===== src/rtl/delay_pkg.sv =====
// Shared definitions for the programmable delay line.
//   - default parameter constants
//   - clog2 helper and the width rules derived from it:
//       delay_w(M) : bits needed to hold a delay/fill value 0..M
//       ptr_w(M)   : bits needed to index a storage slot 0..M-1 (never below 1)
package delay_pkg;

   localparam int DEF_WIDTH        = 8;
   localparam int DEF_CHANNELS     = 1;
   localparam int DEF_MAX_DELAY    = 16;
   localparam int DEF_ZERO_INVALID = 1;

   function automatic int clog2(input int value);
      int r;
      r = 0;
      while ((1 << r) < value) r++;
      return r;
   endfunction

   function automatic int delay_w(input int max_delay);
      return clog2(max_delay + 1);
   endfunction

   function automatic int ptr_w(input int max_delay);
      return (max_delay > 1) ? clog2(max_delay) : 1;
   endfunction

endpackage


===== src/rtl/delay_line_prog_if.sv =====
// Stream/control bundle of the programmable delay line.
// Signals:
//   CLK_en     advance enable (line frozen when 0)
//   Flush_in   synchronous flush of valid state
//   Delay_sel  requested delay in enabled cycles
//   Input      sample, channel k at [k*WIDTH +: WIDTH]
//   Valid_in   sample valid
//   Output     delayed sample
//   Valid_out  delayed valid, gated by fill level
//   Fill_cnt   enabled writes since reset/flush, saturating at MAX_DELAY
//   Sel_err    Delay_sel above MAX_DELAY (combinational)
// master drives the stream, slave is the delay line.
interface delay_line_prog_if
   import delay_pkg::*;
#(
   parameter int WIDTH     = DEF_WIDTH,
   parameter int CHANNELS  = DEF_CHANNELS,
   parameter int MAX_DELAY = DEF_MAX_DELAY
);
   localparam int DELAY_W = delay_w(MAX_DELAY);

   logic                        CLK_en;
   logic                        Flush_in;
   logic [DELAY_W-1:0]          Delay_sel;
   logic [WIDTH*CHANNELS-1:0]   Input;
   logic                        Valid_in;
   logic [WIDTH*CHANNELS-1:0]   Output;
   logic                        Valid_out;
   logic [DELAY_W-1:0]          Fill_cnt;
   logic                        Sel_err;

   modport master (
      output CLK_en, Flush_in, Delay_sel, Input, Valid_in,
      input  Output, Valid_out, Fill_cnt, Sel_err
   );

   modport slave (
      input  CLK_en, Flush_in, Delay_sel, Input, Valid_in,
      output Output, Valid_out, Fill_cnt, Sel_err
   );

endinterface


===== src/rtl/delay_ptr_ctrl.sv =====
// Pointer and fill bookkeeping for the circular delay buffer.
// Ports:
//   CLK_in, RST_in  clock, synchronous active-high reset
//   clk_en          advance wp/fill by one slot
//   flush           return wp/fill to empty (lower priority than reset)
//   delay_sel       requested delay
//   wp              current write slot
//   rd_idx          slot holding the sample written deff enabled edges ago
//   fill            writes since reset/flush, saturating at MAX_DELAY
//   deff            delay_sel clamped to MAX_DELAY
//   sel_err         delay_sel was clamped
module delay_ptr_ctrl
   import delay_pkg::*;
#(
   parameter int MAX_DELAY = DEF_MAX_DELAY,
   parameter int DELAY_W   = delay_w(MAX_DELAY),
   parameter int PTR_W     = ptr_w(MAX_DELAY)
) (
   input  logic               CLK_in,
   input  logic               RST_in,
   input  logic               clk_en,
   input  logic               flush,
   input  logic [DELAY_W-1:0] delay_sel,
   output logic [PTR_W-1:0]   wp,
   output logic [PTR_W-1:0]   rd_idx,
   output logic [DELAY_W-1:0] fill,
   output logic [DELAY_W-1:0] deff,
   output logic               sel_err
);

   localparam logic [DELAY_W-1:0] MAX_D   = DELAY_W'(MAX_DELAY);
   localparam logic [DELAY_W:0]   MAX_EXT = (DELAY_W+1)'(MAX_DELAY);
   localparam logic [PTR_W-1:0]   LAST_WP = PTR_W'(MAX_DELAY - 1);

   logic [DELAY_W:0] rd_sum;
   logic [DELAY_W:0] rd_mod;

   always_comb begin
      sel_err = (delay_sel > MAX_D);
      deff    = sel_err ? MAX_D : delay_sel;
   end

   always_ff @(posedge CLK_in) begin
      if (RST_in || flush) begin
         wp   <= '0;
         fill <= '0;
      end else if (clk_en) begin
         wp <= (wp == LAST_WP) ? '0 : wp + 1'b1;
         if (fill != MAX_D)
            fill <= fill + 1'b1;
      end
   end

   // wp + MAX_DELAY - deff lies in [0, 2*MAX_DELAY-1] for deff in 0..MAX_DELAY,
   // so one conditional subtract gives the modulo without a divider.
   always_comb begin
      rd_sum = (DELAY_W+1)'(wp) + MAX_EXT - {1'b0, deff};
      rd_mod = (rd_sum >= MAX_EXT) ? rd_sum - MAX_EXT : rd_sum;
   end

   assign rd_idx = PTR_W'(rd_mod);

endmodule


===== src/rtl/delay_line_prog.sv =====
// Multi-channel delay line with clock enable and a run-time delay of
// 0..MAX_DELAY enabled cycles. A valid bit travels with each sample and the
// output valid is additionally gated by the fill level, so stale storage is
// never presented as real data.
// Ports:
//   CLK_in  clock
//   RST_in  synchronous active-high reset (clears data and valid)
//   bus     delay_line_prog_if.slave (stream in/out, enable, flush, delay,
//           fill count, select error)
module delay_line_prog
   import delay_pkg::*;
#(
   parameter int WIDTH        = DEF_WIDTH,
   parameter int CHANNELS     = DEF_CHANNELS,
   parameter int MAX_DELAY    = DEF_MAX_DELAY,
   parameter int ZERO_INVALID = DEF_ZERO_INVALID
) (
   input  logic                CLK_in,
   input  logic                RST_in,
   delay_line_prog_if.slave    bus
);

   localparam int DW      = WIDTH * CHANNELS;
   localparam int DELAY_W = delay_w(MAX_DELAY);
   localparam int PTR_W   = ptr_w(MAX_DELAY);

   logic [DW-1:0]      mem_d [MAX_DELAY];
   logic               mem_v [MAX_DELAY];

   logic [PTR_W-1:0]   wp;
   logic [PTR_W-1:0]   rd_idx;
   logic [DELAY_W-1:0] fill;
   logic [DELAY_W-1:0] deff;
   logic               sel_err;

   logic [DW-1:0]      out_d;
   logic               out_v;

   delay_ptr_ctrl #(
      .MAX_DELAY (MAX_DELAY),
      .DELAY_W   (DELAY_W),
      .PTR_W     (PTR_W)
   ) u_ptr (
      .CLK_in    (CLK_in),
      .RST_in    (RST_in),
      .clk_en    (bus.CLK_en),
      .flush     (bus.Flush_in),
      .delay_sel (bus.Delay_sel),
      .wp        (wp),
      .rd_idx    (rd_idx),
      .fill      (fill),
      .deff      (deff),
      .sel_err   (sel_err)
   );

   // Flush only invalidates; the data words are left as they were.
   always_ff @(posedge CLK_in) begin
      if (RST_in) begin
         for (int i = 0; i < MAX_DELAY; i++) begin
            mem_d[i] <= '0;
            mem_v[i] <= 1'b0;
         end
      end else if (bus.Flush_in) begin
         for (int i = 0; i < MAX_DELAY; i++)
            mem_v[i] <= 1'b0;
      end else if (bus.CLK_en) begin
         mem_d[wp] <= bus.Input;
         mem_v[wp] <= bus.Valid_in;
      end
   end

   // Zero delay bypasses storage entirely, so it is valid regardless of fill.
   always_comb begin
      out_d = mem_d[rd_idx];
      out_v = mem_v[rd_idx] && (fill >= deff);
      if (deff == '0) begin
         out_d = bus.Input;
         out_v = bus.Valid_in;
      end
      if ((ZERO_INVALID != 0) && !out_v)
         out_d = '0;
   end

   always_comb begin
      bus.Output    = out_d;
      bus.Valid_out = out_v;
      bus.Fill_cnt  = fill;
      bus.Sel_err   = sel_err;
   end

endmodule


===== src/flat_wrapper.sv =====
// flat-port wrapper written by rule: the top's interface ports become plain ports
module delay_line_prog_flat import delay_pkg::*;
#(
   parameter int WIDTH        = DEF_WIDTH,
   parameter int CHANNELS     = DEF_CHANNELS,
   parameter int MAX_DELAY    = DEF_MAX_DELAY,
   parameter int ZERO_INVALID = DEF_ZERO_INVALID
)
  (CLK_in, RST_in, bus_CLK_en, bus_Flush_in, bus_Delay_sel, bus_Input, bus_Valid_in, bus_Output, bus_Valid_out, bus_Fill_cnt, bus_Sel_err);
  delay_line_prog_if #(.WIDTH(WIDTH), .CHANNELS(CHANNELS), .MAX_DELAY(MAX_DELAY)) bus_i ();
  input  logic CLK_in;
  input  logic RST_in;
  input wire logic [$bits(bus_i.CLK_en)-1:0] bus_CLK_en;
  input wire logic [$bits(bus_i.Flush_in)-1:0] bus_Flush_in;
  input wire logic [$bits(bus_i.Delay_sel)-1:0] bus_Delay_sel;
  input wire logic [$bits(bus_i.Input)-1:0] bus_Input;
  input wire logic [$bits(bus_i.Valid_in)-1:0] bus_Valid_in;
  output wire logic [$bits(bus_i.Output)-1:0] bus_Output;
  output wire logic [$bits(bus_i.Valid_out)-1:0] bus_Valid_out;
  output wire logic [$bits(bus_i.Fill_cnt)-1:0] bus_Fill_cnt;
  output wire logic [$bits(bus_i.Sel_err)-1:0] bus_Sel_err;
  assign bus_i.CLK_en = bus_CLK_en;
  assign bus_i.Flush_in = bus_Flush_in;
  assign bus_i.Delay_sel = bus_Delay_sel;
  assign bus_i.Input = bus_Input;
  assign bus_i.Valid_in = bus_Valid_in;
  assign bus_Output = bus_i.Output;
  assign bus_Valid_out = bus_i.Valid_out;
  assign bus_Fill_cnt = bus_i.Fill_cnt;
  assign bus_Sel_err = bus_i.Sel_err;
  delay_line_prog #(.WIDTH(WIDTH), .CHANNELS(CHANNELS), .MAX_DELAY(MAX_DELAY), .ZERO_INVALID(ZERO_INVALID)) u_core (.CLK_in(CLK_in), .RST_in(RST_in), .bus(bus_i));
endmodule

===== config.mk =====
export PLATFORM = sky130hd
export DESIGN_NAME = delay_line_prog_flat
export DESIGN_NICKNAME = d
export VERILOG_FILES = /design/src/rtl/delay_pkg.sv /design/src/rtl/delay_line_prog_if.sv /design/src/rtl/delay_ptr_ctrl.sv /design/src/rtl/delay_line_prog.sv /design/src/flat_wrapper.sv
export SDC_FILE = /design/constraint.sdc
export NUM_CORES = 1
export LEC_CHECK = 0
export ABC_CLOCK_PERIOD_IN_PS = 4100
export BUFFER_PORTS_ARGS = -buffer_cell sky130_fd_sc_hd__buf_2
export CORE_MARGIN = 4
export CORE_UTILIZATION = 30
export DETAILED_ROUTE_END_ITERATION = 8
export PLACE_DENSITY = 0.56
export RECOVER_POWER = 25
export SLEW_MARGIN = 20
export SYNTH_ARGS = -nofsm -noshare
export SYNTH_HDL_FRONTEND = slang
export SYNTH_SLANG_ARGS = --single-unit

===== constraint.sdc =====
create_clock -name CLK_in -period 4.1 [get_ports CLK_in]
set_input_delay 0.615 -clock CLK_in [delete_from_list [all_inputs] [get_ports CLK_in]]
set_output_delay 0.615 -clock CLK_in [all_outputs]
set_load 0.05 [all_outputs]

# After elaboration in Yosys (flattened, before gate mapping)
# Memory sizes are Yosys's and may differ from the RTL's.
# Index checks and enable logic that the tools add are counted.
classes:
  n_mux: 37
  n_reduce_logical: 6
  eq_ne: 2
  addsub: 5
  order_cmp: 3
  n_bitwise: 16
op_table:
  columns: ["operator", "count"]
  rows:
  - ["2-to-1 mux 1 bit", 29]
  - ["2-to-1 mux 8 bit", 3]
  - ["2-to-1 mux 4 bit", 4]
  - ["OR 1 bit", 16]
  - ["OR reduction 8 bit", 1]
  - ["adder 4 x 5 -> 6 bit (second input constant)", 1]
  - [">= comparator 6 x 5 -> 1 bit (second input constant)", 1]
  - ["subtractor 6 x 5 -> 6 bit", 1]
  - ["adder 5 x 1 -> 5 bit (second input constant)", 1]
  - [">= comparator 5 bit", 1]
  - ["> comparator 5 bit (second input constant)", 1]
  - ["logical NOT 5 bit", 1]
  - ["2-to-1 mux 5 bit", 1]
  - ["!= test 5 bit (second input constant)", 1]
  - ["adder 4 x 1 -> 4 bit (second input constant)", 1]
  - ["equality test 4 bit (second input constant)", 1]
  - ["subtractor 4 x 1 -> 4 bit (second input constant)", 1]
  - ["AND reduction 2 bit", 1]
  - ["logical AND 1 bit", 1]
  - ["logical OR 1 bit", 1]
  - ["OR reduction 1 bit", 1]
totals:
  register_bits: 9
  in_bits: 18
  ramBits: 144
  n_memories: 2
  out_inout_bits: 15
mem_list:
  columns: ["memory", "words", "word_bits", "read_ports", "rd_ports_with_merged_regs", "wr", "line_no", "rtl"]
  rows:
  - ["u_core.mem_d", 16, 8, 1, 0, 16, "delay_line_prog.sv:27", "logic [DW-1:0] mem_d [MAX_DELAY];"]
  - ["u_core.mem_v", 16, 1, 1, 0, 16, "delay_line_prog.sv:28", "logic mem_v [MAX_DELAY];"]

# Longest topological paths before layout
# Gate-level depths: netlist of run 1.
# An unclocked memory read counts as a cell.
depth:
  ltp_word: 9
  ltp_mapped: 11
  mapped_depth_nobuf: 9

# Modules after synthesis
# Synthesis of run 1 repeated with hierarchy kept, for this count alone.
unflattened:
  cells_unflattened: 586
  area_unflattened_um2: 7686.1
modules_own_cells:
  columns: ["module", "seq_area_each_um2", "area_each_um2", "instances", "cells_each"]
  rows:
  - ["delay_line_prog", 4324.1, 7083.0, 1, 515]
  - ["delay_ptr_ctrl", 180.2, 603.1, 1, 71]

# Least setup slack after synthesis of run 1
# No wires, ideal clock.
synth_timing:
  kind: "input -> output"
  start: "input port bus_Delay_sel[4]"
  end: "output port bus_Output[0]"
  cell_stages: 11
  required_time_ps: 3485
  t_arrival_ps: 3660
  path_buffers: 2
  setup_slack_ps: -175
  path_cell_list: "and2b_1 ha_1 inv_2 fa_1 buf_4 buf_4 mux4_2 mux2i_1 mux2i_2 a31oi_4 nor3_1"
synth_between:
  elab_chain_cells: 9
synth_lines:
  columns: ["element", "line_no", "rtl"]
  rows:
  - ["start, declared", "flat_wrapper.sv:15", "input wire logic [$bits(bus_i.Delay_sel)-1:0] bus_Delay_sel;"]
  - ["> comparator 5 bit", "delay_ptr_ctrl.sv:39", "sel_err = (delay_sel > MAX_D);"]
  - ["2-to-1 mux 5 bit *", "delay_ptr_ctrl.sv:40", "deff = sel_err ? MAX_D : delay_sel;"]
  - ["subtractor 6 x 5 -> 6 bit", "delay_ptr_ctrl.sv:57", "rd_sum = (DELAY_W+1)'(wp) + MAX_EXT - {1'b0, deff};"]
  - [">= comparator 6 x 5 -> 1 bit / subtractor 4 x 1 -> 4 bit (equally long branches)", "delay_ptr_ctrl.sv:58", "rd_mod = (rd_sum >= MAX_EXT) ? rd_sum - MAX_EXT : rd_sum;"]
  - ["2-to-1 mux 4 bit", "delay_ptr_ctrl.sv:58", null]
  - ["memory (16 x 1 bit)", null, null]
  - ["logical AND 1 bit", "delay_line_prog.sv:75", "out_v = mem_v[rd_idx] && (fill >= deff);"]
  - ["2-to-1 mux 1 bit", "delay_line_prog.sv:76", "if (deff == '0) begin"]
  - ["2-to-1 mux 8 bit *", "delay_line_prog.sv:80", "if ((ZERO_INVALID != 0) && !out_v)"]
  - ["end, declared", "flat_wrapper.sv:18", "output wire logic [$bits(bus_i.Output)-1:0] bus_Output;"]
# Every way passes the cells marked *; elsewhere a longest branch is shown, timed or not.

# Final worst setup path of run 1
layout_timing:
  start: "input port bus_Delay_sel[4]"
  end: "output port bus_Output[2]"
# Same word-level chain as after synthesis.

==> results of run 1 <==
[layout make-up]
type,count,area share (%)
multi-input cells,344,32.85
repair buffers,66,5.591
well taps,324,4.540
clock inverters,14,1.471
inverters,8,0.3363
clock buffers,17,4.765
flip-flops and latches,153,50.45
[worst min-delay path, stage by stage, from the launching register on]
cell and delay (ps):
dfxtp_1 400, xor2_1 90, nor2_1 70
[layer usage]
metal / track usage [%] / vias to the layer above
met4: 3.664 / 0
met3: 3.626 / 12
met2: 21.75 / 164
met5: 0 / -
met1: 19.00 / 2357
li1: - / 2092
[cell usage in the layout (no fill, tap or decap), drive strengths merged]
cell type    n
mux2         9
clkbuf      31
o21ai       13
nand3        5
inv         14
mux4        36
or2         17
o31ai        1
nand4        3
nand2       10
and2       128
nor2b        8
a211oi       8
o311ai       1
xor2         6
and2b        1
a31oi        1
nand2b       8
nor3        24
clkinv       5
nor4         5
clkinvlp     3
ha          14
buf         52
dfxtp        9
nor2        24
fa           1
edfxtp     144
mux2i        5
xnor2        3
a21o         2
o22ai        8
a21oi        3
[worst paths after layout]
check                                     startpoint                   end  slack, ps
worst max register to register    u_core.u_ptr.wp[1]    u_core.mem_d[1][5]       1620
worst min-delay path            u_core.u_ptr.fill[4]  u_core.u_ptr.fill[4]        590
worst max-delay path                bus_Delay_sel[4]         bus_Output[2]         60
worst min register to register  u_core.u_ptr.fill[4]  u_core.u_ptr.fill[4]        590
[state kept, by name, indices dropped and copies added, names as in the netlist]
name,count
u_core.u_ptr.wp,4
u_core.u_ptr.fill,5
u_core.mem_v,16
u_core.mem_d,128
[where the power goes]
part / internal, mW / switching, mW / leakage (nW)
sequential: 1.76 / 0.0174 / 1.57
combinational: 0.205 / 0.262 / 1.37
clock: 0.796 / 0.699 / 0.264
total: 2.76 / 0.978 / 3.21
[timing repair]
action | in CTS | in global routing
pin swaps | 2 | 1
gates resized for setup | 6 | 27
setup endpoints to repair | 8 | 8
cloned | 1 | 0
buffers inserted | 3 | 2
[cell families after synthesis]
group,count (synthesis)
xor gates and xnor gates,9
buffers and inverters,42
muxes,50
adders and majority gates,15
AOI/OAI and AO/OA,37
DFF,153
and+or+nand+nor,233
[stage by stage]
stage	power, mW	hold slack [ps]
finish	3.736	589.5
global route	3.859	639.0
CTS	3.735	581.4
detailed placement	2.233	570.5
global placement	2.224	567.9
floorplan	2.083	549.9
==> flow_metrics.tcl, run 1 <==
set metrics [dict create \
    period_needed_ps 4042 \
    fin_crit_sh_pct 98.57 \
    yosysWarningCount 0 \
    path_buf_inv 5 \
    end_kind "output pin" \
    synthXorXnorAreaFrac_pct 1.146 \
    vias_per_cell 4.995 \
    synth_nets 572 \
    critPathLaunchType "primary input" \
    yosysMostFrequentCell "edfxtp_1" \
    cts_root_buf "clkbuf_16" \
    place_congestion 0.7715 \
    path_class "in -> out" \
    regArea_um2 4504 \
    ys_seq_area_share_pct 59.79 \
    async_flop_share_pct 0 \
    slowest_stage "fa_2" \
    ios 33 \
    rows 57 \
    syn_inst 539 \
    drv_cap 0 \
    synth.distinct_cells 41 \
    synth-adder-area-share_pct 2.591 \
    final_nets 623 \
    slowest_delay_ps 620 \
    cts_buffers 17 \
    chipWidth_um 166.5 \
    cts_max_path_buffers 2 \
    fill_cells 2390 \
    hpwl_um 12440 \
    worst_slack_ps 58.48 \
    first_iter_violations 316 \
    path_cells "buf_2 -> and2b_1 -> ha_2 -> inv_2 -> fa_2 -> buf_12 -> buf_4 -> mux4_2 -> nor2b_1 -> a211oi_1 -> nor3_2 -> buf_6" \
    dieArea_um2 27710 \
    grt_pass1_wl_um 28870 \
    grt-ovfl-total 0 \
    coreArea_um2 24530 \
    finalClockSkew_ps 6.645 \
    critPathArrivalTime_ps 3430 \
    synth.top_cells.by_count "144 x edfxtp_1, 128 x and2_1, 36 x mux4_2, 24 x nor2_1" \
    worst_slew_pin_slew_ps 970.3 \
    crit_path_max_fanout 11 \
    cts_tree "built" \
    leakagePower_nw 3.207 \
    detail_route.first_pass.iterations 5 \
    synth_edf_count 144 \
    post_dp_cell_area_um2 8199 \
    synth_top_area_share_pct 57.40 \
    die_h_um 166.5 \
    slew_viol_final 0 \
    hold_viol_final 0 \
    wl_met3_um 1273 \
    antenna_found_initial 0 \
    synth_area_per_cell_um2 13.98 \
    routed_wl_um 18920 \
    area_delta_synth_final_pct 18.52 \
    drcViolationCount 0 \
    finalNonFillerCells 926 \
    ctsHoldBuffers 0 \
    initial_core_util_pct 30.71 \
    ys.flop_type "edfxtp_1" \
    diodes 0 \
    syn_area_um2 7533 \
    power-per-cell-area_nw_per_um2 418.4 \
    crit_cells 12 \
    dp.cells 889 \
    wl_met1_um 8395 \
    wl_per_cell_um 20.43 \
    cts_sinks 153 \
    synth-compound-area-share_pct 3.272 \
    top_layer "met4" \
    antenna_left 0 \
    rsz0062_at_grt "true" \
    drive_gt1_share_pct 28.07 \
    ys_seq_elements 153 \
    timing.fmax_mhz 247.4 \
    synth_top_cell_by_area "edfxtp_1" \
    path_delay_family "adder cells" \
    worstPathRequired_ps 3480 \
    clk_pin_slew_ps 60 \
    final_util_pct 36.39 \
    fin_tns_setup_ps 0 \
    synth.area.mux_share_pct 12.82 \
    grt_max_degree 25 \
    synth_top_family_by_area "simple AND/OR/NAND/NOR gates" \
    dp_slack_ps -166.0 \
    first_global_vias 4817 \
    wl_met2_um 9089 \
    slew_headroom_pct 35.31 \
    track_usage_pct 13.78 \
    hold_class "reg -> reg" \
    cts_max_level 4 \
    whs_path_depth 2 \
    synth-simple-area-share_pct 17.99 \
    vias 4625 \
    clock_latency_ps 420 \
    ir_drop_mv 0.2425 \
    setup_viol 0 \
    port_buffers 32 \
    yosys-top-cells-area "edfxtp_1 57%, mux4_2 11%, and2_1 11%" \
    stdcell_area_um2 8929 \
    status "complete, no violations" \
    multi_input_area_um2 2933 \
    ff2ff_path_depth 7 \
]
No activity file was read; power rests on OpenSTA's default activity.
==> run 2, diff against run 1 <==
--- a/config.mk
+++ b/config.mk
@@ -6,7 +6,7 @@
 export NUM_CORES = 1
 export LEC_CHECK = 0
 export ABC_CLOCK_PERIOD_IN_PS = 4100
-export BUFFER_PORTS_ARGS = -buffer_cell sky130_fd_sc_hd__buf_2
+export BUFFER_PORTS_ARGS = -buffer_cell sky130_fd_sc_hd__buf_4
 export CORE_MARGIN = 4
 export CORE_UTILIZATION = 30
 export DETAILED_ROUTE_END_ITERATION = 8
==> flow_metrics.tcl, run 2 (synthesized netlist as in run 1, its figures left out) <==
set metrics [dict create \
    ios 33 \
    setup_viol 0 \
    path_class "in -> out" \
    cts_max_path_buffers 2 \
    fin_crit_sh_pct 97.64 \
    ir_drop_mv 0.2303 \
    path_cells "buf_4 -> and2b_1 -> ha_2 -> inv_2 -> fa_2 -> buf_12 -> buf_4 -> mux4_2 -> mux2_2 -> o22ai_1 -> nor3_2 -> buf_4 -> buf_6" \
    ctsHoldBuffers 0 \
    finalClockSkew_ps 7.070 \
    vias_per_cell 4.985 \
    status "complete, no violations" \
    multi_input_area_um2 2930 \
    cts_sinks 153 \
    period_needed_ps 4003 \
    regMostFlops "u_core.mem_d" \
    timing.fmax_mhz 249.8 \
    critPathLaunchType "primary input" \
    track_usage_pct 13.91 \
    worst_slew_pin_slew_ps 954.7 \
    leakagePower_nw 3.232 \
    area_delta_synth_final_pct 19.22 \
    drive_gt1_share_pct 27.29 \
    whs_ps 544.7 \
    cts_tree "built" \
    reg.largest.list "u_core.mem_d x128, u_core.mem_v x16, u_core.u_ptr.fill x5" \
    dp.cells 884 \
    final_nets 621 \
    routed_wl_um 19060 \
    rsz0062_at_grt "false" \
    cts_max_level 4 \
    layout_commonest_cell "edfxtp_1" \
    hpwl_um 12560 \
    end_kind "output pin" \
    slew_headroom_pct 36.36 \
    slew_viol_final 0 \
    hold_viol_final 0 \
    final_cell_mix "144 x edfxtp_1, 111 x and2_1, 37 x buf_4" \
    p_clk_share_pct 41.4 \
    place_congestion 0.7538 \
    wl_per_cell_um 20.60 \
    antenna_found_initial 0 \
    grt-ovfl-total 0 \
    internal_power_mw 2.922 \
    detail_route.first_pass.iterations 5 \
    whs_path_depth 3 \
    cts_buffers 17 \
    path_buf_inv 6 \
    rows 57 \
    ff2ff_path_depth 5 \
    switching_share_pct 23.70 \
    clock_latency_ps 430 \
    power_frac_comb_pct 12.2 \
    slowest_delay_ps 610 \
    initial_core_util_pct 30.71 \
    hold_class "in -> reg" \
    drv_cap 0 \
    crit_cells 13 \
    grt_max_degree 21 \
    power-per-cell-area_nw_per_um2 426.4 \
    finalNonFillerCells 925 \
    port_buffers 32 \
    antenna_left 0 \
    cts_root_buf "clkbuf_16" \
    diodes 0 \
    stdcell_area_um2 8981 \
    clk_pin_slew_ps 60 \
    slowest_stage "fa_2" \
    die_h_um 166.5 \
    p_seq_share_pct 46.4 \
    post_dp_cell_area_um2 8242 \
    coreArea_um2 24530 \
    dieArea_um2 27710 \
    first_iter_violations 285 \
    power.net_switching_mw 0.9074 \
    worstPathRequired_ps 3480 \
    vias 4611 \
    chipWidth_um 166.5 \
    first_global_vias 4622 \
    drcViolationCount 0 \
    worst_path_most_repeated_cell "buf_4" \
    path_delay_family "multiplexers" \
    crit_path_max_fanout 7 \
    critPathArrivalTime_ps 3390 \
    largest_reg_flops 128 \
    fill_cells 2394 \
    grt_pass1_wl_um 28910 \
    regArea_um2 4504 \
]
## run 2: power by group through the flow
| stage | clock network [mW] | registers, mW | logic, mW |
|---|---|---|---|
| detailed placement | 0 | 1.81 | 0.430 |
| global route | 1.68 | 1.78 | 0.501 |
| floorplan | 0 | 1.80 | 0.282 |
| global placement | 0 | 1.81 | 0.423 |
| finish | 1.58 | 1.78 | 0.468 |
| CTS | 1.61 | 1.78 | 0.441 |
## run 2: layout make-up
| cell class | count | area share (%) |
|---|---|---|
| inverters | 8 | 0.3344 |
| multi-input cells | 344 | 32.63 |
| clock buffers | 20 | 4.862 |
| clock inverters | 12 | 1.658 |
| repair buffers | 64 | 5.851 |
| well taps | 324 | 4.514 |
| flip-flops and latches | 153 | 50.15 |
## run 2: worst paths after layout
path | from | end | slack [ps]
worst max-delay path | bus_Delay_sel[4] | bus_Output[6] | 100
worst min-delay path | bus_CLK_en | u_core.u_ptr.wp[1] | 540
worst min register to register | u_core.u_ptr.fill[1] | u_core.u_ptr.fill[1] | 600
worst max register to register | u_core.u_ptr.wp[1] | u_core.mem_d[12][6] | 1590
## run 2: worst min-delay path: cells and delay by family
family        cells  cell delay [ps]
buf+inv           1              170
mux               1               90
simple gates      1               70
## run 2: metrics by stage
| step | total power, mW | setup slack, ps | TNS (ps) | utilization, % |
|---|---|---|---|---|
| 3_5_place_dp | 2.239 | -121.0 | -809.6 | 33.59 |
| 2_1_floorplan | 2.083 | -174.7 | -1048 | - |
| 3_3_place_gp | 2.231 | -90.56 | -620.9 | 33.59 |
| 4_1_cts | 3.826 | 18.35 | 0 | 36.17 |
| 6_report | 3.829 | 96.82 | 0 | 36.61 |
| 5_1_grt | 3.957 | 15.44 | 0 | 36.61 |
## run 2: repair_timing
action	4_1_cts	5_1_grt
setup endpoints to repair	8	8
endpoints found under the hold margin	0	0
cloned	0	1
setup buffers	5	3
resized for setup	2	22
pin swaps	1	4
## run 2: routing by layer
metal / routed length [µm] / track usage [%]
met4: 231 / 3.949
met1: 8716 / 19.83
met2: 8747 / 20.69
met3: 1360 / 4.195
met5: 0 / 0
